[config.mk]
export PLATFORM = sky130hd
export DESIGN_NAME = genius_button_decoder
export DESIGN_NICKNAME = d
export VERILOG_FILES = /design/src/rtl/genius_pkg.sv /design/src/rtl/genius_debounce.sv /design/src/rtl/genius_button_decoder.sv
export SDC_FILE = /design/constraint.sdc
export NUM_CORES = 1
export LEC_CHECK = 0
export ABC_AREA = 1
export CAP_MARGIN = 20
export CORE_UTILIZATION = 40
export CTS_CLUSTER_DIAMETER = 100
export DETAILED_ROUTE_END_ITERATION = 10
export HOLD_SLACK_MARGIN = 0.12
export SLEW_MARGIN = 10
export SYNTH_ARGS = -nofsm -noshare
export SYNTH_HDL_FRONTEND = slang
export SYNTH_SLANG_ARGS = --single-unit
[constraint.sdc]
create_clock -name CLK -period 3.1 [get_ports CLK]
set_clock_uncertainty 0.05 [all_clocks]
set_input_delay 0.93 -clock CLK [delete_from_list [all_inputs] [get_ports CLK]]
set_output_delay 0.93 -clock CLK [all_outputs]
set_load 0.005 [all_outputs]
[src/rtl/genius_pkg.sv]
// Shared definitions for the Genius game: button codes, colour encodings and KEY bit positions.
// Used by both the button decoder and the game controller.
package genius_pkg;

   localparam int NUM_KEYS = 5;

   localparam int KEY_POWER  = 0;
   localparam int KEY_GREEN  = 1;
   localparam int KEY_RED    = 2;
   localparam int KEY_BLUE   = 3;
   localparam int KEY_YELLOW = 4;

   localparam logic [2:0] BTN_NONE   = 3'd0;
   localparam logic [2:0] BTN_POWER  = 3'd1;
   localparam logic [2:0] BTN_GREEN  = 3'd2;
   localparam logic [2:0] BTN_RED    = 3'd3;
   localparam logic [2:0] BTN_BLUE   = 3'd4;
   localparam logic [2:0] BTN_YELLOW = 3'd6;

   typedef enum logic [1:0] {
      COLOR_BLUE   = 2'b00,
      COLOR_GREEN  = 2'b01,
      COLOR_RED    = 2'b10,
      COLOR_YELLOW = 2'b11
   } color_t;

   // Maps a one-hot stable key vector to its button code; anything else is NONE.
   function automatic logic [2:0] button_code(input logic [NUM_KEYS-1:0] keys);
      logic [2:0] code;
      code = BTN_NONE;
      case (keys)
         5'b00001: code = BTN_POWER;
         5'b00010: code = BTN_GREEN;
         5'b00100: code = BTN_RED;
         5'b01000: code = BTN_BLUE;
         5'b10000: code = BTN_YELLOW;
         default:  code = BTN_NONE;
      endcase
      return code;
   endfunction

   function automatic logic is_one_hot(input logic [NUM_KEYS-1:0] keys);
      return (keys != '0) && ((keys & (keys - 1'b1)) == '0);
   endfunction

endpackage

[src/rtl/genius_debounce.sv]
// One-key conditioner: 2-flop synchronizer followed by a stable-level debouncer.
// The stable bit only toggles after DEBOUNCE_CYCLES consecutive cycles of disagreement.
module genius_debounce #(
   parameter int DEBOUNCE_CYCLES = 500000
) (
   input  logic CLK,
   input  logic RESET,
   input  logic key_raw,
   output logic level,
   output logic stable
);

   localparam int CW = $clog2(DEBOUNCE_CYCLES);

   logic          meta;
   logic [CW-1:0] count;

   always_ff @(posedge CLK) begin
      if (RESET) begin
         meta   <= 1'b0;
         level  <= 1'b0;
         stable <= 1'b0;
         count  <= '0;
      end else begin
         meta  <= key_raw;
         level <= meta;
         if (level == stable) begin
            count <= '0;
         end else if (count == CW'(DEBOUNCE_CYCLES - 1)) begin
            stable <= ~stable;
            count  <= '0;
         end else begin
            count <= count + CW'(1);
         end
      end
   end

endmodule

[src/rtl/genius_button_decoder.sv]
// Button front-end for the Genius controller: debounces five keys into one R pulse per press
// with a held code B, and runs the free-running LFSR that supplies the random colour C.
module genius_button_decoder
   import genius_pkg::*;
#(
   parameter int          DEBOUNCE_CYCLES = 500000,
   parameter bit          KEY_ACTIVE_LOW  = 1'b1,
   parameter logic [15:0] LFSR_SEED       = 16'hACE1
) (
   input  logic       CLK,
   input  logic       RESET,
   input  logic [4:0] KEY,
   output logic       R,
   output logic [2:0] B,
   output logic [1:0] C,
   output logic       KEY_HELD
);

   typedef enum logic {IDLE, HELD} state_t;

   logic [NUM_KEYS-1:0] key_cond;
   logic [NUM_KEYS-1:0] level;
   logic [NUM_KEYS-1:0] stable;
   logic [1:0]          sync_fill;
   logic                release_ok;
   state_t              state;
   state_t              state_next;
   logic                r_next;
   logic [2:0]          b_next;
   logic [15:0]         lfsr;
   logic                feedback;

   assign key_cond = KEY_ACTIVE_LOW ? ~KEY : KEY;

   for (genvar i = 0; i < NUM_KEYS; i++) begin : g_key
      genius_debounce #(
         .DEBOUNCE_CYCLES(DEBOUNCE_CYCLES)
      ) u_debounce (
         .CLK    (CLK),
         .RESET  (RESET),
         .key_raw(key_cond[i]),
         .level  (level[i]),
         .stable (stable[i])
      );
   end

   // Release is only trusted once the synchronizers have refilled after reset, so a key
   // held across reset is seen as down and must be released before it can fire.
   always_ff @(posedge CLK) begin
      if (RESET) begin
         sync_fill <= 2'b00;
      end else begin
         sync_fill <= {sync_fill[0], 1'b1};
      end
   end

   assign release_ok = sync_fill[1] && (stable == '0) && (level == '0);

   // Reset lands in HELD, which is what forces the release-before-repress rule after reset.
   always_ff @(posedge CLK) begin
      if (RESET) begin
         state <= HELD;
         R     <= 1'b0;
         B     <= BTN_NONE;
      end else begin
         state <= state_next;
         R     <= r_next;
         B     <= b_next;
      end
   end

   always_comb begin
      state_next = state;
      r_next     = 1'b0;
      b_next     = B;
      case (state)
         IDLE: begin
            if (stable != '0) begin
               state_next = HELD;
               if (is_one_hot(stable)) begin
                  r_next = 1'b1;
                  b_next = button_code(stable);
               end
            end
         end
         HELD: begin
            if (release_ok) begin
               state_next = IDLE;
            end
         end
         default: state_next = IDLE;
      endcase
   end

   assign KEY_HELD = (state == HELD) && (stable != '0);

   assign feedback = lfsr[15] ^ lfsr[13] ^ lfsr[12] ^ lfsr[10];

   always_ff @(posedge CLK) begin
      if (RESET) begin
         lfsr <= LFSR_SEED;
      end else begin
         lfsr <= {lfsr[14:0], feedback};
      end
   end

   assign C = lfsr[1:0];

endmodule

### Word level (Yosys, flattened, before mapping)

Index checks and enable logic that the tools add are counted.

* add/sub/neg operators: 6
* eq/ne operators: 15
* mux-type cells: 6
* bitwise logic cells: 17
* reduce and logical (&&, ||, !) cells: 20

Operator list (number)
* adder 19 x 1 -> 19 bit, second input constant: 5
* equality test 19 bit, second input constant: 5
* OR reduction 3 bit: 6
* zero test 5 bit: 3
* case mux 3 bit (5 select lines): 1
* NOT 1 bit: 12
* AND reduction 2 bit: 5
* bitwise AND 5 bit: 1
* equality test 1 bit: 5
* equality test 5 x 1 -> 1 bit, second input constant: 1
* equality test 5 x 2 -> 1 bit, second input constant: 1
* equality test 5 x 3 -> 1 bit, second input constant: 1
* equality test 5 x 4 -> 1 bit, second input constant: 1
* equality test 5 bit, second input constant: 1
* NOT 5 bit: 1
* nonzero test 5 bit: 1
* subtractor 5 x 1 -> 5 bit, second input constant: 1
* logical AND 1 bit: 4
* 2-to-1 mux 1 bit: 4
* AND reduction 3 bit: 1
* XOR 1 bit: 3
* case mux 1 bit (2 select lines): 1

* bits in registers: 133
* input port bits: 7
* logic and storage cells: 90

### Logic depth before layout (Yosys ltp)

Gate-level depths: netlist (run 1).

* word-level depth: 5
* mapped depth: 9
* mapped depth without buffers: 9

### Hierarchy

From an unflattened synthesis (run 1), not the netlist that was laid out.

* cells, all modules: 1015
* area, all modules: 6866.6 µm²

Modules (own cells, without submodules)
* genius_debounce: instances 5, cells an instance 181, area each 1194.9 µm²
* genius_button_decoder: instances 1, cells an instance 110, area each 892.1 µm²

### Worst setup path after synthesis (run 1)

OpenSTA, ideal clock, no wires.

* path kind: register -> output
* from: register g_key[2].u_debounce.stable
* to: output port KEY_HELD
* arrival time: 0.822 ns
* data required time: 2.120 ns
* slack: 1.298 ns
* cell stages (with the launch flop): 5
* path buffers: 0
* cell sequence: dfxtp_1 -> nor2_1 -> nand3_1 -> nand2_1 -> inv_1

* cells in the longest elaborated chain, start to end: 2

RTL lines
* start: declaration: line genius_debounce.sv:10 `output logic stable`
* start signal: assignment: line genius_debounce.sv:30 `stable <= ~stable;`
* nonzero test 5 bit: line genius_button_decoder.sv:95 `assign KEY_HELD = (state == HELD) && (stable != '0);`
* logical AND 1 bit: line genius_button_decoder.sv:95
* end: declaration: line genius_button_decoder.sv:16 `output logic KEY_HELD`

Every way passes these cells.

### Worst setup path in the final report (run 1)

* from: register g_key[3].u_debounce.stable
* to: output port KEY_HELD

* cells in the longest elaborated chain, start to end: 2

RTL lines (line)
* start: declaration: genius_debounce.sv:10
* start signal: assignment: genius_debounce.sv:30
* nonzero test 5 bit: genius_button_decoder.sv:95
* logical AND 1 bit: genius_button_decoder.sv:95

Every way passes these cells.

==> metrics.yaml, run 1 <==
status: "finished, final reports clean"
layout-drive-gt1-share: 0.0845
cts_buffer_depth: 2
startpoint_type: "flop"
dieArea_sq_um: 16100
worst_ep_arrival_time_ns: 1.83
min-delay-path-class: "reg -> reg"
cts_setup_buffers: 0
holdWs_ns: 0.353
grt_pass1_vias: 4548
hold_viol_final: 0
insertedDiodeCount: 0
cts_tree: "built"
nFillCells: 1556
root_buffer: "clkbuf_16"
max_slew.worst_pin.slew_ns: 0.427
yosysWarnings: 0
ir_worst_vdd_uv: 403
grt_pass1_wl_microns: 20500
setup_tns_ns: 0
cts.sinks: 133
path_max_fanout: 6
rsz0062_at_grt: "false"
dr.pass1.iters: 4
p_leak_nw: 2.49
final-seq-area_sq_um: 2660
rows: 45
synth_seq_cells: 133
wirelength_microns: 11500
powerDensity_nw_per_um2: 541
synth_area_per_cell_sq_um: 6.91
antenna_found_initial: 0
grt_max_degree: 33
most-common-layout-cells: "nor2_1, nand2_1, dfxtp_1"
finalWorstPathRequiredPeriod_ns: 2.81
hpwl_microns: 8240
worstSetupPathType: "reg -> out"
numCtsBuffers: 17
grtUsageTotal: 0.158
ant_nets: 0
grt_overflow: 0
worstPathCellList: "nor2_1 > nand3_1 > nand2_1 > inv_1 > clkdlybuf4s50_1"
ys_seq_area_frac: 0.428
wl_per_cell_microns: 10.3
ys_types: 27
start_util: 0.409
post-route-drc-count: 0
syn_nets: 912
io_pins: 14
rr_worst_depth: 8
postCtsResizedCells: 0
cts.clk_slew.worst_paths_ns: 0.06
clock_latency_ns: 0.43
area_delta_synth_final_pct: 14.1
relSlewSlack: 0.713
hold_buffers: 0
finalSetupViolCount: 0
fmax_mhz: 356
final_common_cell: "nor2_1"
multi_input_area_sq_um: 3050
die_width_microns: 127
vias: 5080
die_h_microns: 127
vias_per_cell: 4.52
synth_cells: 900
nets: 934
io_buffers: 13
gp_congestion: 0.821
cpMaxStageDelayCell: "clkdlybuf4s50_1"
fp.coreArea_sq_um: 15200
crit_path_end_kind: "output port"
fin_crit_sh: 0.906
required_ns: 2.12
maxCapViolCount: 0
h-tree-depth: 4
maxSlewViolCount: 0
syn_area_sq_um: 6220
critPathMaxStageDelay_ns: 0.44
worstHoldPathCells: 2
drt_first_iter_violations: 242
path summary, 6_finish.rpt:
check	startpoint	end	slack (ns)
worst min register to register	g_key[3].u_debounce.meta$_SDFF_PP0_	g_key[3].u_debounce.level$_SDFF_PP0_	0.35
worst max-delay path	g_key[3].u_debounce.stable$_SDFFE_PP0P_	KEY_HELD	0.29
worst min-delay path	g_key[3].u_debounce.meta$_SDFF_PP0_	g_key[3].u_debounce.level$_SDFF_PP0_	0.35
worst max register to register	g_key[4].u_debounce.count[0]$_SDFF_PP0_	g_key[4].u_debounce.count[15]$_SDFF_PP0_	1.37
flip-flops by register name, summed over array words and instances, names as in the netlist:
signal                   cells
R                            1
g_key.u_debounce.stable      5
g_key.u_debounce.level       5
sync_fill                    2
lfsr                        16
g_key.u_debounce.count      95
B                            3
state                        1
g_key.u_debounce.meta        5
logic make-up after synthesis:
group,count (synthesis),share of synthesized area
AND/OR/NAND/NOR,541,0.371
AO/OA/AOI/OAI,55,0.0450
flip-flops,133,0.428
buffers and inverters,120,0.0816
XOR/XNOR,46,0.0648
adder cells (fa/ha/maj),5,0.0101
cells in the mapped netlist (all sizes together):
cell	number	share of area
ha	5	0.010
nand3	61	0.056
buf	8	0.014
inv	109	0.066
a21oi	36	0.030
nor3	9	0.0072
a31oi	1	0.0010
o21ai	18	0.014
xor2	26	0.037
or2	16	0.016
xnor2	20	0.028
dfxtp	133	0.43
nor2	231	0.15
nand2	210	0.13
nand4	14	0.014
clkbuf	3	0.0018
where the power goes:
part	switching, mW	internal [mW]	total, mW
Clock	0.809	1.23	2.03
Sequential	0.0114	1.73	1.75
Combinational	0.0360	0.0294	0.0654
Total	0.856	2.99	3.85
metrics by stage:
stage | setup slack [ns] | power, mW | instances | util | area [sq um]
2_1_floorplan | 1.30 | 1.83 | 900 | - | 6220
3_3_place_gp | 0.524 | 1.85 | 1091 | 0.427 | 6500
3_5_place_dp | 0.520 | 1.85 | 1091 | 0.427 | 6500
4_1_cts | 0.263 | 3.90 | 1123 | 0.467 | 7100
5_1_grt | 0.133 | 3.99 | 1123 | 0.467 | 7100
6_report | 0.292 | 3.85 | 1123 | 0.467 | 7100
cell type report:
cell class | instances | share of cell area
Clock buffer | 18 | 0.0618
Clock inverter | 14 | 0.0234
Inverter | 109 | 0.0576
Multi-Input combinational cell | 647 | 0.430
Sequential cell | 133 | 0.375
Tap cell | 188 | 0.0331
Timing Repair Buffer | 14 | 0.0194
critical path: cells and delay by family, from the launching register on:
family,cells,cell delay [ns]
and+or+nand+nor,3,0.54
buffers and inverters,2,0.49
DFF,1,0.36
per-layer routing:
metal / wire length [microns] / vias up / GRT usage
met4: 125 / 0 / 0.0567
li1: - / 2827 / -
met2: 5030 / 37 / 0.245
met1: 6070 / 2204 / 0.206
met5: 0 / - / 0
met3: 308 / 12 / 0.0510
Power figures use the tool's default switching activity.
==> run 2, diff against run 1 <==
--- a/config.mk
+++ b/config.mk
@@ -8,6 +8,7 @@
 export ABC_AREA = 1
 export CAP_MARGIN = 20
 export CORE_UTILIZATION = 40
+export CTS_BUF_LIST = sky130_fd_sc_hd__clkbuf_16
 export CTS_CLUSTER_DIAMETER = 100
 export DETAILED_ROUTE_END_ITERATION = 10
 export HOLD_SLACK_MARGIN = 0.12
==> run 2 against run 1 <==
  * Non-clock buffer count did not move
  * Design area fell by 0.14%
  * Critical endpoint unchanged
  * Flip-flop and latch count did not move
==> metrics.yaml, run 2 (synthesis gave the netlist of run 1 again) <==
required_ns: 2.12  # about the same
path_max_fanout: 6  # unchanged
drt_first_iter_violations: 245  # +1.2%
finalWorstPathRequiredPeriod_ns: 2.80  # -0.00670 ns
power_mw: 3.82  # -0.62%
vias: 5073  # -0.14%
hold_viol_final: 0  # unchanged
critPathMaxStageDelay_ns: 0.44  # about the same
root_buffer: "clkbuf_16"
h-tree-depth: 4  # unchanged
finalSetupViolCount: 0  # unchanged
wirelength_microns: 11600  # +0.30%
cts.sinks: 133  # unchanged
ir_worst_vdd_uv: 405  # +0.40%
clock_latency_ns: 0.43  # about the same
dpl_worst_slack_ns: 0.520  # unchanged
vias_per_cell: 4.52  # -0.14%
status: "finished, final reports clean"
powerDensity_nw_per_um2: 539  # -0.48%
path_buf_inv: 2  # unchanged
post-route-drc-count: 0  # unchanged
ant_nets: 0  # unchanged
largest_reg_flops: 95  # unchanged
postCtsResizedCells: 0  # unchanged
relSlewSlack: 0.714  # about the same
crit_path_end_kind: "output port"
worstPathCellList: "nor2_1 > nand3_1 > nand2_1 > inv_1 > clkdlybuf4s50_1"
min-delay-path-class: "reg -> reg"
nets: 934  # unchanged
worst_ep_arrival_time_ns: 1.82  # about the same
cts_setup_buffers: 0  # unchanged
fmax_mhz: 357  # +0.24%
max_slew.worst_pin.slew_ns: 0.426  # -0.000387 ns
cts.clk_slew.worst_paths_ns: 0.06  # about the same
die_width_microns: 127  # unchanged
numCtsBuffers: 17  # unchanged
cts_buffer_depth: 2  # unchanged
fin_crit_sh: 0.904  # -0.00216
grt_max_degree: 33  # unchanged
area_delta_synth_final_pct: 14.0
cp_top_family: "simple AND/OR/NAND/NOR gates"
grt_overflow: 0  # unchanged
top_regs: "g_key.u_debounce.count: 95 flops, lfsr: 16 flops"
start_util: 0.409  # unchanged
p_leak_nw: 2.49  # -0.23%
rows: 45  # unchanged
setup_tns_ns: 0  # unchanged
die_h_microns: 127  # unchanged
wl_per_cell_microns: 10.3  # +0.30%
dpl_cell_area_sq_um: 6500  # unchanged
holdWs_ns: 0.351  # -0.00120 ns
hold_buffers: 0  # unchanged
rsz0062_at_grt: "false"
io_buffers: 13  # unchanged
grtUsageTotal: 0.158  # +0.000182
cpMaxStageDelayCell: "clkdlybuf4s50_1"
cts_tree: "built"
maxCapViolCount: 0  # unchanged
final_common_cell: "nor2_1"
finalWorstSetupSlack_ns: 0.299  # +0.00670 ns
dieArea_sq_um: 16100  # unchanged
fp.coreArea_sq_um: 15200  # unchanged
layout-drive-gt1-share: 0.0834  # -0.00107
grt_pass1_wl_microns: 20500  # +0.17%
dr.pass1.iters: 4  # unchanged
stdcell_area_sq_um: 7090  # -0.14%
worstSetupPathType: "reg -> out"
regMostFlops: "g_key.u_debounce.count"
insertedDiodeCount: 0  # unchanged
hpwl_microns: 8240  # unchanged
gp_congestion: 0.821  # unchanged
io_pins: 14  # unchanged
startpoint_type: "flop"
most-common-layout-cells: "nor2_1, nand2_1, dfxtp_1"
grt_pass1_vias: 4555  # +0.15%
nFillCells: 1560  # +0.26%
antenna_found_initial: 0  # unchanged
maxSlewViolCount: 0  # unchanged
[run 2: worst paths after layout]
kind                                           startpoint                                        to  slack (ns)  depth (start not counted)
setup / recovery  g_key[3].u_debounce.stable$_SDFFE_PP0P_                                  KEY_HELD        0.30                          5
hold / removal        g_key[3].u_debounce.meta$_SDFF_PP0_      g_key[3].u_debounce.level$_SDFF_PP0_        0.35                          2
hold reg to reg       g_key[3].u_debounce.meta$_SDFF_PP0_      g_key[3].u_debounce.level$_SDFF_PP0_        0.35                          2
setup reg to reg  g_key[4].u_debounce.count[0]$_SDFF_PP0_  g_key[4].u_debounce.count[15]$_SDFF_PP0_        1.37                          8
[run 2: layout make-up]
class	count	area, sq um	area share
multi-input cells	647	3050	0.430
clock buffers	17	425	0.0600
well taps	188	235	0.0332
flip-flops and latches	133	2660	0.375
inverters	109	409	0.0577
clock inverters	15	170	0.0240
repair buffers	14	138	0.0194
[run 2: where the power goes]
group / total [mW] / switching (mW) / internal, mW / leakage, nW
registers: 1.75 / 0.0114 / 1.73 / 1.08
logic: 0.0657 / 0.0363 / 0.0294 / 1.12
clock network: 2.01 / 0.809 / 1.20 / 0.288
total: 3.82 / 0.857 / 2.96 / 2.49
[run 2: layer usage]
layer / global-route usage / vias up / part of all wire
met5: 0 / - / 0
met4: 0.0567 / 0 / 0.013
met3: 0.0510 / 15 / 0.029
met2: 0.245 / 37 / 0.43
met1: 0.206 / 2196 / 0.52
li1: - / 2825 / -
[run 2: stage by stage]
step	utilization	instances
2_1_floorplan	-	900
6_report	0.467	1123
4_1_cts	0.467	1123
5_1_grt	0.467	1123
3_5_place_dp	0.427	1091
3_3_place_gp	0.427	1091
[run 2: worst register-to-register path, delay by kind of cell (launching register included)]
family	cells	cell delay, ns
DFF	1	0.35
and+or+nand+nor	4	0.82
buffers and inverters	3	0.22
adders and majority gates	1	0.20
